## config.mk

```make
export PLATFORM = sky130hd
export DESIGN_NAME = vend_sequencer
export DESIGN_NICKNAME = d
export VERILOG_FILES = /design/src/rtl/vend_sequencer.sv
export SDC_FILE = /design/constraint.sdc
export NUM_CORES = 1
export LEC_CHECK = 0
export ABC_AREA = 1
export ABC_CLOCK_PERIOD_IN_PS = 4900
export BUFFER_PORTS_ARGS = -buffer_cell sky130_fd_sc_hd__buf_2
export CAP_MARGIN = 15
export CORE_MARGIN = 2
export CORE_UTILIZATION = 55
export CTS_BUF_LIST = sky130_fd_sc_hd__clkbuf_8 sky130_fd_sc_hd__clkbuf_16
export CTS_CLUSTER_SIZE = 8
export DETAILED_ROUTE_END_ITERATION = 8
export PLACE_DENSITY = 0.76
export SETUP_SLACK_MARGIN = 0.02
export SYNTH_ARGS = -nofsm -noshare
export SYNTH_HDL_FRONTEND = slang
export SYNTH_SLANG_ARGS = --single-unit
export TNS_END_PERCENT = 1
```

## constraint.sdc

```tcl
create_clock -name clk -period 4.9 [get_ports clk]
set_clock_uncertainty 0.1 [all_clocks]
set_input_delay 0.245 -clock clk [delete_from_list [all_inputs] [get_ports clk]]
set_output_delay 0.245 -clock clk [all_outputs]
set_load 0.01 [all_outputs]
```

## src/rtl/vend_sequencer.sv

```systemverilog
// vend_sequencer: coin-path sequencing controller for the vending machine.
// Accumulates coin credit toward PRICE, requests a vend, and pays remaining
// credit back as a greedy stream of quarter/dime/nickel hopper pulses.
//
// Ports:
//   clk          system clock, rising edge
//   reset_n      asynchronous active-low reset
//   nickel/dime/quarter  one-cycle coin-inserted pulses (5/10/25 cents)
//   cancel       customer cancel request
//   vend_ack     dispenser took the product (one-cycle pulse)
//   credit       registered credit in cents
//   coin_en      coin acceptor may take coins (IDLE/COLLECT)
//   vend_req     dispense request, held until vend_ack
//   reject       registered one-cycle pulse: last sampled coin refused
//   ret_quarter/ret_dime/ret_nickel  change-hopper eject pulses
module vend_sequencer #(
  parameter int unsigned PRICE = 100
) (
  input  logic       clk,
  input  logic       reset_n,
  input  logic       nickel,
  input  logic       dime,
  input  logic       quarter,
  input  logic       cancel,
  input  logic       vend_ack,
  output logic [7:0] credit,
  output logic       coin_en,
  output logic       vend_req,
  output logic       reject,
  output logic       ret_quarter,
  output logic       ret_dime,
  output logic       ret_nickel
);

  typedef enum logic [1:0] {IDLE, COLLECT, VEND, CHANGE} state_t;

  localparam logic [8:0] PRICE9 = 9'(PRICE);
  localparam logic [7:0] PRICE8 = 8'(PRICE);

  state_t     state_q, state_d;
  logic [7:0] credit_q, credit_d;
  logic       reject_q, reject_d;

  logic       coin_any;
  logic       coin_one;
  logic [8:0] coin_val;
  logic [8:0] sum;
  logic [7:0] after_vend;

  always_ff @(posedge clk or negedge reset_n) begin
    if (!reset_n) begin
      state_q  <= IDLE;
      credit_q <= '0;
      reject_q <= 1'b0;
    end else begin
      state_q  <= state_d;
      credit_q <= credit_d;
      reject_q <= reject_d;
    end
  end

  always_comb begin
    state_d  = state_q;
    credit_d = credit_q;
    reject_d = 1'b0;

    coin_any = nickel | dime | quarter;
    // Odd parity is one or three coins; excluding all-three leaves exactly one.
    coin_one = (nickel ^ dime ^ quarter) & ~(nickel & dime & quarter);
    if (quarter)      coin_val = 9'd25;
    else if (dime)    coin_val = 9'd10;
    else if (nickel)  coin_val = 9'd5;
    else              coin_val = '0;
    sum        = {1'b0, credit_q} + coin_val;
    after_vend = credit_q - PRICE8;

    unique case (state_q)
      IDLE, COLLECT: begin
        // Cancel beats a simultaneous coin, even one that would reach PRICE.
        if (cancel && state_q == COLLECT) begin
          state_d  = CHANGE;
          reject_d = coin_any;
        end else if (coin_one) begin
          credit_d = sum[7:0];
          state_d  = (sum >= PRICE9) ? VEND : COLLECT;
        end else if (coin_any) begin
          reject_d = 1'b1;
        end
      end
      VEND: begin
        reject_d = coin_any;
        if (vend_ack) begin
          credit_d = after_vend;
          state_d  = (after_vend == '0) ? IDLE : CHANGE;
        end
      end
      CHANGE: begin
        reject_d = coin_any;
        if (credit_q >= 8'd25)      credit_d = credit_q - 8'd25;
        else if (credit_q >= 8'd10) credit_d = credit_q - 8'd10;
        else if (credit_q >= 8'd5)  credit_d = credit_q - 8'd5;
        else                        credit_d = '0;
        if (credit_d == '0) state_d = IDLE;
      end
      default: begin
        state_d  = IDLE;
        credit_d = '0;
      end
    endcase
  end

  always_comb begin
    credit      = credit_q;
    reject      = reject_q;
    coin_en     = (state_q == IDLE) || (state_q == COLLECT);
    vend_req    = (state_q == VEND);
    ret_quarter = (state_q == CHANGE) && (credit_q >= 8'd25);
    ret_dime    = (state_q == CHANGE) && (credit_q < 8'd25) && (credit_q >= 8'd10);
    ret_nickel  = (state_q == CHANGE) && (credit_q < 8'd10) && (credit_q >= 8'd5);
  end

endmodule

```

# Yosys cells after proc, flatten, opt, wreduce, memory -nomap -nowiden
# Index checks and enable logic that the tools add are counted.
[totals] regBits=11 input_bits=7 wordCells=66
[classes] addsub=5 magnitude_cmp=6 eq_ne=8 n_mux=22 bitwise_logic=8 n_reduce_logical=14
[op_table] operator="8-bit two-way mux" count=7
[op_table] operator="8-bit case mux with 3 select lines" count=1
[op_table] operator="8-bit logical NOT" count=2
[op_table] operator="2-bit two-way mux" count=6
[op_table] operator="8-bit by 9-bit adder with 9-bit output" count=1
[op_table] operator="9-bit by 7-bit greater-or-equal comparator with 1-bit output, second input constant" count=1
[op_table] operator="9-bit two-way mux" count=1
[op_table] operator="8-bit by 3-bit greater-or-equal comparator with 1-bit output, second input constant" count=1
[op_table] operator="8-bit by 4-bit greater-or-equal comparator with 1-bit output, second input constant" count=1
[op_table] operator="8-bit by 5-bit greater-or-equal comparator with 1-bit output, second input constant" count=1
[op_table] operator="8-bit by 4-bit < comparator with 1-bit output, second input constant" count=1
[op_table] operator="8-bit by 5-bit < comparator with 1-bit output, second input constant" count=1
[op_table] operator="2-bit inequality test, second input constant" count=4
[op_table] operator="8-bit by 3-bit subtractor with 8-bit output, second input constant" count=1
[op_table] operator="8-bit by 4-bit subtractor with 8-bit output, second input constant" count=1
[op_table] operator="8-bit by 5-bit subtractor with 8-bit output, second input constant" count=1
[op_table] operator="8-bit by 7-bit subtractor with 8-bit output, second input constant" count=1
[op_table] operator="1-bit logical AND" count=6
[op_table] operator="2-bit case mux with 3 select lines" count=1
[op_table] operator="3-bit AND reduction" count=2
[op_table] operator="2-bit == test, second input constant" count=2
[op_table] operator="4-bit two-way mux" count=1
[op_table] operator="2-bit OR reduction" count=2
[op_table] operator="1-bit bitwise AND" count=3
[op_table] operator="other kinds (10)" count=14

# Depth between registers and ports, before layout
# Gate-level depths: netlist of run 1.
[logic_depth] ltp_word=9 mapped_depth=19

# Worst setup path after synthesis of run 1
# Ideal clock, no wire load.
[synth_path] kind="register to register" from="register credit_q[2], in the netlist credit[2]" to="register state_q[0]" setup_ns=0.117 arrival_ns=2.076 t_required_ns=4.683 path_slack_ns=2.607 path_stages_with_launch=15 period_less_slack_ns=2.293 cell_sequence="dfrtp_1 > inv_1 > ha_1 > nand2_1 > nand2_1 > nor3_4 > nor3_1 > nor2_2 > nand2_1 > nor2_1 > nand3_1 > nand2_1 > nand2_1 > nand2_1 > nand2_1"
[synth_via] elab_chain_len=8 word_cells_on_any_way=23
[synth_lines] element="start: declaration" line_no="41" text="logic [7:0] credit_q, credit_d;"
[synth_lines] element="start signal: assignment" line_no="57" text="credit_q <= credit_d;"
[synth_lines] element="parallel branches: the longest is 8 deep, another holds 8-bit by 9-bit adder with 9-bit output"
[synth_lines] element="end signal: assignment" line_no="56" text="state_q <= state_d;"
[synth_lines] element="end: declaration" line_no="40" text="state_t state_q, state_d;"
# Several ways; the timed one is not identified. The select of a mux whose other input is x is not followed.
# A chain may end at the register's enable or synchronous reset.

# Worst setup path after layout of run 1
[layout_path] from="register credit_q[1], in the netlist credit[1]" to="register state_q[1]"
# Same word-level chain as after synthesis.

==> out/qor.txt, run 1 <==
Critical Path RT = 4940 ps
number of CTS-inserted buffers = 3
CTS sink count = 11
endpoints failing setup = 0
Layout fillers = 311
max layer used = met4
# DRC = 0
sequential area share after synthesis = 0.152
hold_buf cts = 1
H-Tree Level Count = 1
final setup TNS = 0 ps
wire length per cell = 12.4 um
Die Wd = 61.3 um
Yosys reg bits = 11
Crit path buffers/inverters = 3
Synth cell types = 32
hold crit path type = in2reg
Nets = 337
peak supply drop = 0.334 mV
initial antenna violation count = 0
Post-Syn Instances = 287
Row Count = 20
crit path time final = 2990 ps
routed wl met2 = 1.90 mm
Placed Cells = 346
status = completed
CP Data Arrival Time = 3030 ps
worst-margin pin slew = 664 ps
die area = 3760 um^2
hold_ws = 245 ps
DRT Wirelength = 4.36 mm
Multi-input gate area = 1350 um^2
max-cap viol count = 0
cell mode on critical path = nand2_1
Final ANT Viol Nets = 0
Ports = 21
Max Clk Rate = 334 MHz
Antenna diodes = 0
First-pass DRT Iterations = 4
CTS tree = built
Max Buffers Root-to-Sink = 2
CP Capture Type = flip-flop
mean number of vias per cell = 5.25
PortBufs = 20
post-synth net total = 316
Final Cycle Share = 0.611
Max-Slew Margin vs Limit = 0.558
hpwl dp = 3.46 mm
final std cells w/o fill = 351
Detailed Route Iter0 Violations = 165
clock slew at reported path FFs = 50 ps
DR WL met3 = 246 um
max incr delay on CP = 460 ps
postcts setup bufs = 0
Final Slew Violations = 0
post-synthesis instance area = 1810 um^2
largest net degree at the start of global routing = 16
Clock Tree Root = clkbuf_8
P per Cell Area = 746 nW/um^2
Worst-Skew Late Latency = 240 ps
unrepaired setup endpoints after global routing = false
Pwr Total = 1.47 mW
syn_area_per_cell = 6.30 um^2
GR Util All Layers = 0.263
Syn. warnings = 0
Post-CTS Resized = 0
CP max stage cell = dfrtp_1
Final Hold Vio Count = 0
Die Y = 61.3 um
delay-heaviest family, CP = simple AND/OR/NAND/NOR gates
Register Area = 275 um^2
Core Box Area = 3080 um^2
share of cells above drive strength 1 = 0.127
starting density of the core = 0.587
area delta synth->final = 9.27%
grt ovf = 0
critical-path cell list = inv_1, ha_1, inv_1, nand2_1, nand2_1, nand2_1, nand3_1, inv_1, nand3_1, nand2_1, nand3_1, nor2_1, nand3_1, nand2_1, nand2_1, nand2_1, nand2_1
crit path max fanout = 11
startpoint class of the critical path = flip-flop
Via Count = 1844
Setup CP Type = reg2reg
Metal-1 WL = 2.19 mm
Pleak = 1.12 nW
gpl congestion = 0.904
first-pass GRT wire length = 7.49 mm
vias in the first global route = 1580
## layout make-up
class | count | area share
clock buffers | 3 | 0.0209
flip-flops and latches | 11 | 0.139
well taps | 44 | 0.0279
clock inverters | 1 | 0.00190
repair buffers | 21 | 0.0557
multi-input cells | 233 | 0.681
inverters | 38 | 0.0735
## state kept, by name (all words and copies together) (netlist names)
| name | cells |
|---|---|
| reject | 1 |
| state_q | 2 |
| credit | 8 |
## power by group
part / switching (mW) / leakage (nW) / total, mW / internal, mW
logic: 0.707 / 0.970 / 1.11 / 0.404
clock network: 0.0386 / 0.0269 / 0.0940 / 0.0554
registers: 0.129 / 0.127 / 0.268 / 0.140
total: 0.874 / 1.12 / 1.47 / 0.599
## through the flow
step                       util  area [um^2]  worst slack (ps)
final                     0.642         1980              1910
after global routing      0.642         1980              1550
after CTS                 0.642         1980              1940
after detailed placement  0.624         1920              1950
after global placement    0.624         1920              1970
after floorplan               -         1810              2610
## synthesized netlist by cell type, drive strengths merged
cell | count | area share
a31oi | 2 | 0.0069
nor2 | 24 | 0.067
nand3 | 35 | 0.097
nand2 | 100 | 0.21
a21oi | 12 | 0.035
dfrtp | 11 | 0.15
clkbuf | 1 | 0.0021
a2bb2oi | 1 | 0.0048
ha | 20 | 0.14
nor3 | 5 | 0.026
nor4 | 1 | 0.0035
xnor2 | 2 | 0.0097
xor2 | 15 | 0.073
o22a | 1 | 0.0048
o21ai | 9 | 0.025
inv | 38 | 0.080
buf | 4 | 0.021
nand4 | 1 | 0.0035
a32oi | 2 | 0.0097
fa | 2 | 0.022
o221ai | 1 | 0.0048
## routing by layer
layer	up-vias	GRT usage
li1	956	-
met1	832	0.397
met2	51	0.394
met3	5	0.0462
met4	0	0.0547
met5	-	0
## worst min-delay path: cells and delay by family
kind	cells	cell delay (ps)
buf+inv	2	230
compound gates	1	80
## cell usage in the layout (no fill, tap or decap), types with 3 or more instances in the layout
cell	instances
a21oi_1	11
nand3_1	35
inv_1	36
xor2_1	15
dfrtp_1	11
nand2_1	98
clkbuf_8	3
nor2_1	17
buf_2	20
o21ai_0	8
nor2_2	6
ha_1	20
## logic make-up after synthesis
| kind of cell | synth area share |
|---|---|
| AO/OA/AOI/OAI | 0.0914 |
| XOR/XNOR | 0.0824 |
| adder cells (fa/ha/maj) | 0.161 |
| buffers and inverters | 0.104 |
| flip-flops | 0.152 |
| AND/OR/NAND/NOR | 0.410 |
## worst paths after layout
check | start | end | slack (ps) | cells past startpoint
max in group asynchronous | reset_n | credit[4] | 4180 | 2
min | quarter | reject | 240 | 3
min reg2reg | state_q[0] | state_q[0] | 500 | 2
max | credit[1] | state_q[1] | 1910 | 17
max reg2reg | credit[1] | state_q[1] | 1910 | 17
min in group asynchronous | reset_n | credit[3] | 300 | 2
(Power assumes the default switching activity.)
==> run 2: changes to the inputs <==
--- a/config.mk
+++ b/config.mk
@@ -6,15 +6,15 @@
 export NUM_CORES = 1
 export LEC_CHECK = 0
 export ABC_AREA = 1
-export ABC_CLOCK_PERIOD_IN_PS = 4900
+export ABC_CLOCK_PERIOD_IN_PS = 2400
 export BUFFER_PORTS_ARGS = -buffer_cell sky130_fd_sc_hd__buf_2
 export CAP_MARGIN = 15
 export CORE_MARGIN = 2
-export CORE_UTILIZATION = 55
+export CORE_UTILIZATION = 54
 export CTS_BUF_LIST = sky130_fd_sc_hd__clkbuf_8 sky130_fd_sc_hd__clkbuf_16
 export CTS_CLUSTER_SIZE = 8
 export DETAILED_ROUTE_END_ITERATION = 8
-export PLACE_DENSITY = 0.76
+export PLACE_DENSITY = 0.78
 export SETUP_SLACK_MARGIN = 0.02
 export SYNTH_ARGS = -nofsm -noshare
 export SYNTH_HDL_FRONTEND = slang
==> constraint.sdc (replaced) <==
create_clock -name clk -period 2.4 [get_ports clk]
set_clock_uncertainty 0.1 [all_clocks]
set_input_delay 0.12 -clock clk [delete_from_list [all_inputs] [get_ports clk]]
set_output_delay 0.12 -clock clk [all_outputs]
set_load 0.01 [all_outputs]
==> run 2 against run 1 <==
  * Utilization increased by 2.5 points
  * Highest routed layer unchanged
  * Clock power up 100%
  * Total power increased by 130%
  * Maximum frequency grew 34%
  * Clock-buffer cell count did not move
  * Cell count increased by 6.0%
  * Non-clock buffer count rose by 19
==> out/qor.txt, run 2 (synthesis results as in run 1) <==
status = completed (unchanged)
gpl congestion = 0.910 (was 0.904)
First-pass DRT Iterations = 4 (unchanged)
Critical Path RT = 2440 ps (was 4940 ps)
fin area = 2190 um^2 (was 1980 um^2)
CTS tree = built (unchanged)
CP Capture Type = flip-flop (unchanged)
grt ovf = 0 (unchanged)
Max-Slew Margin vs Limit = 0.765 (was 0.558)
max-cap viol count = 0 (unchanged)
mean number of vias per cell = 5.41 (was 5.25)
Via Count = 2013 (was 1844)
Core Box Area = 3280 um^2 (was 3080 um^2)
wire length per cell = 13.2 um (was 12.4 um)
Worst Slack Setup Final = 160 ps (was 1910 ps)
hpwl dp = 3.71 mm (was 3.46 mm)
PortBufs = 20 (unchanged)
Setup CP Type = reg2reg (unchanged)
Final Cycle Share = 0.934 (was 0.611)
Pleak = 1.23 nW (was 1.12 nW)
DRT Wirelength = 4.91 mm (was 4.36 mm)
GR Util All Layers = 0.269 (was 0.263)
Place WS = -82.9 ps (was 1950 ps)
Worst-Skew Late Latency = 240 ps (about the same)
startpoint class of the critical path = flip-flop (unchanged)
Post-DP Area = 2040 um^2 (was 1920 um^2)
most frequent cells in the layout = nand2_1 (91), inv_1 (34), nand3_1 (33), buf_2 (20), ha_1 (17) (was nand2_1 (98), inv_1 (36), nand3_1 (35), ha_1 (20), buf_2 (20))
Final Hold Vio Count = 0 (unchanged)
Max Buffers Root-to-Sink = 2 (unchanged)
vias in the first global route = 1751 (was 1580)
die area = 3830 um^2 (was 3760 um^2)
Clock Tree Root = clkbuf_8 (unchanged)
crit path max fanout = 4 (was 11)
final std cells w/o fill = 372 (was 351)
Ports = 21 (unchanged)
first-pass GRT wire length = 7.65 mm (was 7.49 mm)
CP Data Arrival Time = 2280 ps (was 3030 ps)
Max Clk Rate = 446 MHz (was 334 MHz)
max reg flops = 8 (unchanged)
crit path time final = 2240 ps (was 2990 ps)
Reg2Reg Depth = 16 (was 17)
Die Y = 61.9 um (was 61.3 um)
P per Cell Area = 1550 nW/um^2 (was 746 nW/um^2)
Detailed Route Iter0 Violations = 166 (was 165)
peak supply drop = 0.845 mV (was 0.334 mV)
largest net degree at the start of global routing = 15 (was 16)
commonest non-fill, non-tap cell in the layout = nand2_1 (unchanged)
initial antenna violation count = 0 (unchanged)
Nets = 356 (was 337)
clock slew at reported path FFs = 60 ps (was 50 ps)
number of CTS-inserted buffers = 3 (unchanged)
starting density of the core = 0.550 (was 0.587)
Layout fillers = 331 (was 311)
Antenna diodes = 0 (unchanged)
area delta synth->final = 21.2% (was 9.27%)
# DRC = 0 (unchanged)
Final ANT Viol Nets = 0 (unchanged)
hold crit path type = in2reg (unchanged)
endpoints failing setup = 0 (unchanged)
Final Slew Violations = 0 (unchanged)
share of cells above drive strength 1 = 0.236 (was 0.127)
CTS sink count = 11 (unchanged)
Row Count = 21 (was 20)
Placed Cells = 363 (was 346)
Worst Hold Depth = 3 (unchanged)
worst-margin pin slew = 352 ps (was 664 ps)
Die Wd = 61.9 um (was 61.3 um)
H-Tree Level Count = 1 (unchanged)
==> run 2: cell count changes in the layout (fill, tap and decap cells not counted), moves of 2 or more <==
cell     before  now
nand2_1      98   91
ha_2          0    3
inv_2         2    4
buf_6         0    3
buf_4         0   16
nand3_1      35   33
nand2_2       1    7
inv_1        36   34
nand3_2       0    2
ha_1         20   17
==> run 2: final cells by class <==
class | count | area [um^2] | area share
multi-input cells | 233 | 1400 | 0.640
flip-flops and latches | 11 | 277 | 0.126
repair buffers | 40 | 264 | 0.121
inverters | 38 | 145 | 0.0662
well taps | 46 | 57.6 | 0.0263
clock buffers | 3 | 41.3 | 0.0188
clock inverters | 1 | 3.75 | 0.00171
==> run 2: path summary, 6_finish.rpt <==
kind / startpoint / endpoint / slack [ps]
worst max-delay path: credit[0] / state_q[0] / 160
worst min-delay path: quarter / reject / 140
worst max register to register: credit[0] / state_q[0] / 160
worst min register to register: state_q[0] / state_q[0] / 480
max in group asynchronous: reset_n / credit[3] / 1770
min in group asynchronous: reset_n / credit[7] / 190
==> run 2: critical path, stage by stage (launching register included) <==
cell and delay [ps]:
dfrtp_1 410, inv_2 80, buf_4 130, ha_1 200, nand2_2 80, inv_1 60
nor3_4 250, buf_6 140, o21ai_1 60, nand2_1 90, nand3_2 70, nor2_2 110
nand3_1 90, nand2_2 100, nand2_2 60, nand2_1 50, nand2_1 50
==> run 2: report_power, final <==
| group | switching, mW | total, mW | internal [mW] |
|---|---|---|---|
| Combinational | 1.71 | 2.77 | 1.05 |
| Clock | 0.0763 | 0.189 | 0.113 |
| Sequential | 0.147 | 0.436 | 0.289 |
| Total | 1.93 | 3.39 | 1.46 |
==> run 2: per-layer routing <==
metal / track usage / wire length, um / part of all wire
met5: 0 / 0 / 0
met4: 0.100 / 118 / 0.024
met3: 0.0228 / 273 / 0.056
met2: 0.463 / 2460 / 0.50
met1: 0.351 / 2050 / 0.42
==> run 2: through the flow <==
stage               setup TNS, ps   util  power (mW)  hold slack [ps]
finish                          0  0.667        3.39              140
global route                -60.8  0.667        3.76              155
CTS                             0  0.637        3.20              141
detailed placement           -158  0.620        2.98            -85.8
global placement            -41.7  0.620        2.95            -88.2
floorplan                       0      -        2.32             -276
==> run 2: repair_timing <==
action,4_1_cts,5_1_grt
hold buffers,1,0
setup buffers,0,4
endpoints found under the hold margin,11,0
endpoints found under the setup margin,0,3
resized for setup,0,25
==> run 3: changes to the inputs <==
--- a/config.mk
+++ b/config.mk
@@ -14,9 +14,10 @@
 export CTS_BUF_LIST = sky130_fd_sc_hd__clkbuf_8 sky130_fd_sc_hd__clkbuf_16
 export CTS_CLUSTER_SIZE = 8
 export DETAILED_ROUTE_END_ITERATION = 8
-export PLACE_DENSITY = 0.78
+export PLACE_DENSITY_LB_ADDON = 0.1
+export RECOVER_POWER = 25
 export SETUP_SLACK_MARGIN = 0.02
 export SYNTH_ARGS = -nofsm -noshare
 export SYNTH_HDL_FRONTEND = slang
 export SYNTH_SLANG_ARGS = --single-unit
-export TNS_END_PERCENT = 1
+export TNS_END_PERCENT = 20
==> run 3 against run 2 <==
  * Via count down 4.8%
  * Worst hold slack better by 12 ps
  * Non-clock buffer count rose by 7
  * Sequential cell count unchanged
==> out/qor.txt, run 3 (synthesis results as in run 1) <==
status = completed (unchanged)
Setup CP Type = reg2reg (unchanged)
Die Y = 61.9 um (unchanged)
Row Count = 21 (unchanged)
Antenna diodes = 0 (unchanged)
Clock Tree Root = clkbuf_8 (unchanged)
critical-path cell list = inv_1, ha_1, nand2_1, nand2_1, nor2_1, nand2_2, a21oi_1, nand2_1, nand2_1, nand2_1, nor2_2, nand3_1, nand2_2, nand2_2, nand2_1, nand2_1 (was inv_2, buf_4, ha_1, nand2_2, inv_1, nor3_4, buf_6, o21ai_1, nand2_1, nand3_2, nor2_2, nand3_1, nand2_2, nand2_2, nand2_1, nand2_1)
CTS sink count = 11 (unchanged)
wire length per cell = 12.8 um (was 13.2 um)
largest net degree at the start of global routing = 15 (unchanged)
grt ovf = 0 (unchanged)
initial antenna violation count = 0 (unchanged)
Max-Slew Margin vs Limit = 0.559 (was 0.765)
cell mode on critical path = nand2_1
number of CTS-inserted buffers = 3 (unchanged)
hold_ws = 153 ps (was 140 ps)
Final Hold Vio Count = 0 (unchanged)
PortBufs = 20 (unchanged)
CP Capture Type = flip-flop (unchanged)
max-cap viol count = 0 (unchanged)
crit path max fanout = 5 (was 4)
H-Tree Level Count = 1 (unchanged)
Worst Hold Path EP = reject (unchanged)
Die Wd = 61.9 um (unchanged)
Worst-Skew Late Latency = 240 ps (about the same)
# DRC = 0 (unchanged)
mean number of vias per cell = 5.06 (was 5.41)
first-pass GRT wire length = 7.37 mm (was 7.65 mm)
Max Buffers Root-to-Sink = 2 (unchanged)
most frequent cells in the layout = nand2_1 (94), inv_1 (33), nand3_1 (33), buf_4 (24), buf_2 (19) (was nand2_1 (91), inv_1 (34), nand3_1 (33), buf_2 (20), ha_1 (17))
max reg flops = 8 (unchanged)
Post-DP Area = 2070 um^2 (was 2040 um^2)
die area = 3830 um^2 (unchanged)
gpl congestion = 0.925 (was 0.910)
Max Clk Rate = 433 MHz (was 446 MHz)
worst-margin pin slew = 662 ps (was 352 ps)
vias in the first global route = 1524 (was 1751)
Reg2Reg Depth = 16 (unchanged)
starting density of the core = 0.550 (unchanged)
share of cells above drive strength 1 = 0.237 (was 0.236)
area delta synth->final = 24.3% (was 21.2%)
Core Box Area = 3280 um^2 (unchanged)
peak supply drop = 0.775 mV (was 0.845 mV)
Via Count = 1916 (was 2013)
unrepaired setup endpoints after global routing = true
Final ANT Viol Nets = 0 (unchanged)
First-pass DRT Iterations = 4 (unchanged)
Detailed Route Iter0 Violations = 118 (was 166)
crit path time final = 2310 ps (was 2240 ps)
P per Cell Area = 1530 nW/um^2 (was 1550 nW/um^2)
Reg2Reg Setup Slack = 90 ps (was 160 ps)
Pleak = 1.26 nW (was 1.23 nW)
GR Util All Layers = 0.259 (was 0.269)
Worst Hold Depth = 4 (was 3)
Final Slew Violations = 0 (unchanged)
hpwl dp = 3.73 mm (was 3.71 mm)
Critical Path RT = 2440 ps (about the same)
fin area = 2250 um^2 (was 2190 um^2)
worst reg2reg endpoint = state_q[1] (was state_q[0])
CP Data Arrival Time = 2350 ps (was 2280 ps)
Hold Startpoint = cancel (was quarter)
Nets = 363 (was 356)
CP max stage cell = dfrtp_1 (unchanged)
DRT Wirelength = 4.85 mm (was 4.91 mm)
max incr delay on CP = 410 ps (about the same)
Ports = 21 (unchanged)
clock slew at reported path FFs = 50 ps (was 60 ps)
endpoints failing setup = 0 (unchanged)
CTS tree = built (unchanged)
commonest non-fill, non-tap cell in the layout = nand2_1 (unchanged)
Layout fillers = 307 (was 331)
Final Cycle Share = 0.962 (was 0.934)
hold crit path type = in2reg (unchanged)
startpoint class of the critical path = flip-flop (unchanged)
Reg-to-Reg Start = credit[2] (was credit[0])
[run 3: worst max path at each step]
stage          slack (ps)  cells after the start          to       from
2_1_floorplan         110                     14  state_q[0]  credit[2]
3_3_place_gp           50                     18  state_q[0]  credit[0]
3_5_place_dp           20                     20  state_q[1]       dime
4_1_cts                60                     16  state_q[0]  credit[2]
5_1_grt               -20                     16  state_q[0]  credit[2]
6_report               90                     16  state_q[1]  credit[2]
[run 3: repair_timing]
| item | CTS | global route |
|---|---|---|
| cloned | 0 | 0 |
| endpoints found under the setup margin | 2 | 2 |
| gates resized for setup | 1 | 20 |
| pin swaps | 0 | 6 |
| hold endpoints to repair | 11 | 0 |
| hold buffers | 1 | 0 |
| setup buffers | 0 | 6 |
[run 3: per-stage QoR]
stage	setup slack, ps	setup TNS (ps)	utilization	instances	power [mW]
after floorplan	107	0	-	287	2.32
after global placement	54.8	0	0.631	368	3.00
after detailed placement	19.3	0	0.631	368	3.02
after CTS	56.0	0	0.648	373	3.23
after global routing	-15.2	-15.2	0.684	379	3.83
final	90.4	0	0.684	379	3.43
[run 3: final cells by class]
cell class	count	area, um^2	area share
Clock buffer	3	41.3	0.0184
Clock inverter	1	3.75	0.00167
Inverter	38	145	0.0646
Multi-Input combinational cell	233	1410	0.629
Sequential cell	11	275	0.122
Tap cell	46	57.6	0.0256
Timing Repair Buffer	47	312	0.139
[run 3: routing by layer]
metal,part of all wire,track usage
met2,0.48,0.391
met5,0,0
met4,0,0.0243
met3,0.049,0.0518
met1,0.47,0.394
[run 3: power by group]
part	internal (mW)	total (mW)	leakage (nW)	switching (mW)
Clock	0.113	0.189	0.0269	0.0765
Sequential	0.287	0.466	0.127	0.180
Combinational	1.13	2.77	1.10	1.65
Total	1.53	3.43	1.26	1.90
[run 3: worst max-delay path: cells and delay by family, from the launching register on]
family	cells	cell delay (ps)
DFF	1	410
adders and majority gates	1	260
and+or+nand+nor	13	1190
AOI/OAI and AO/OA	1	140
buffers and inverters	1	80
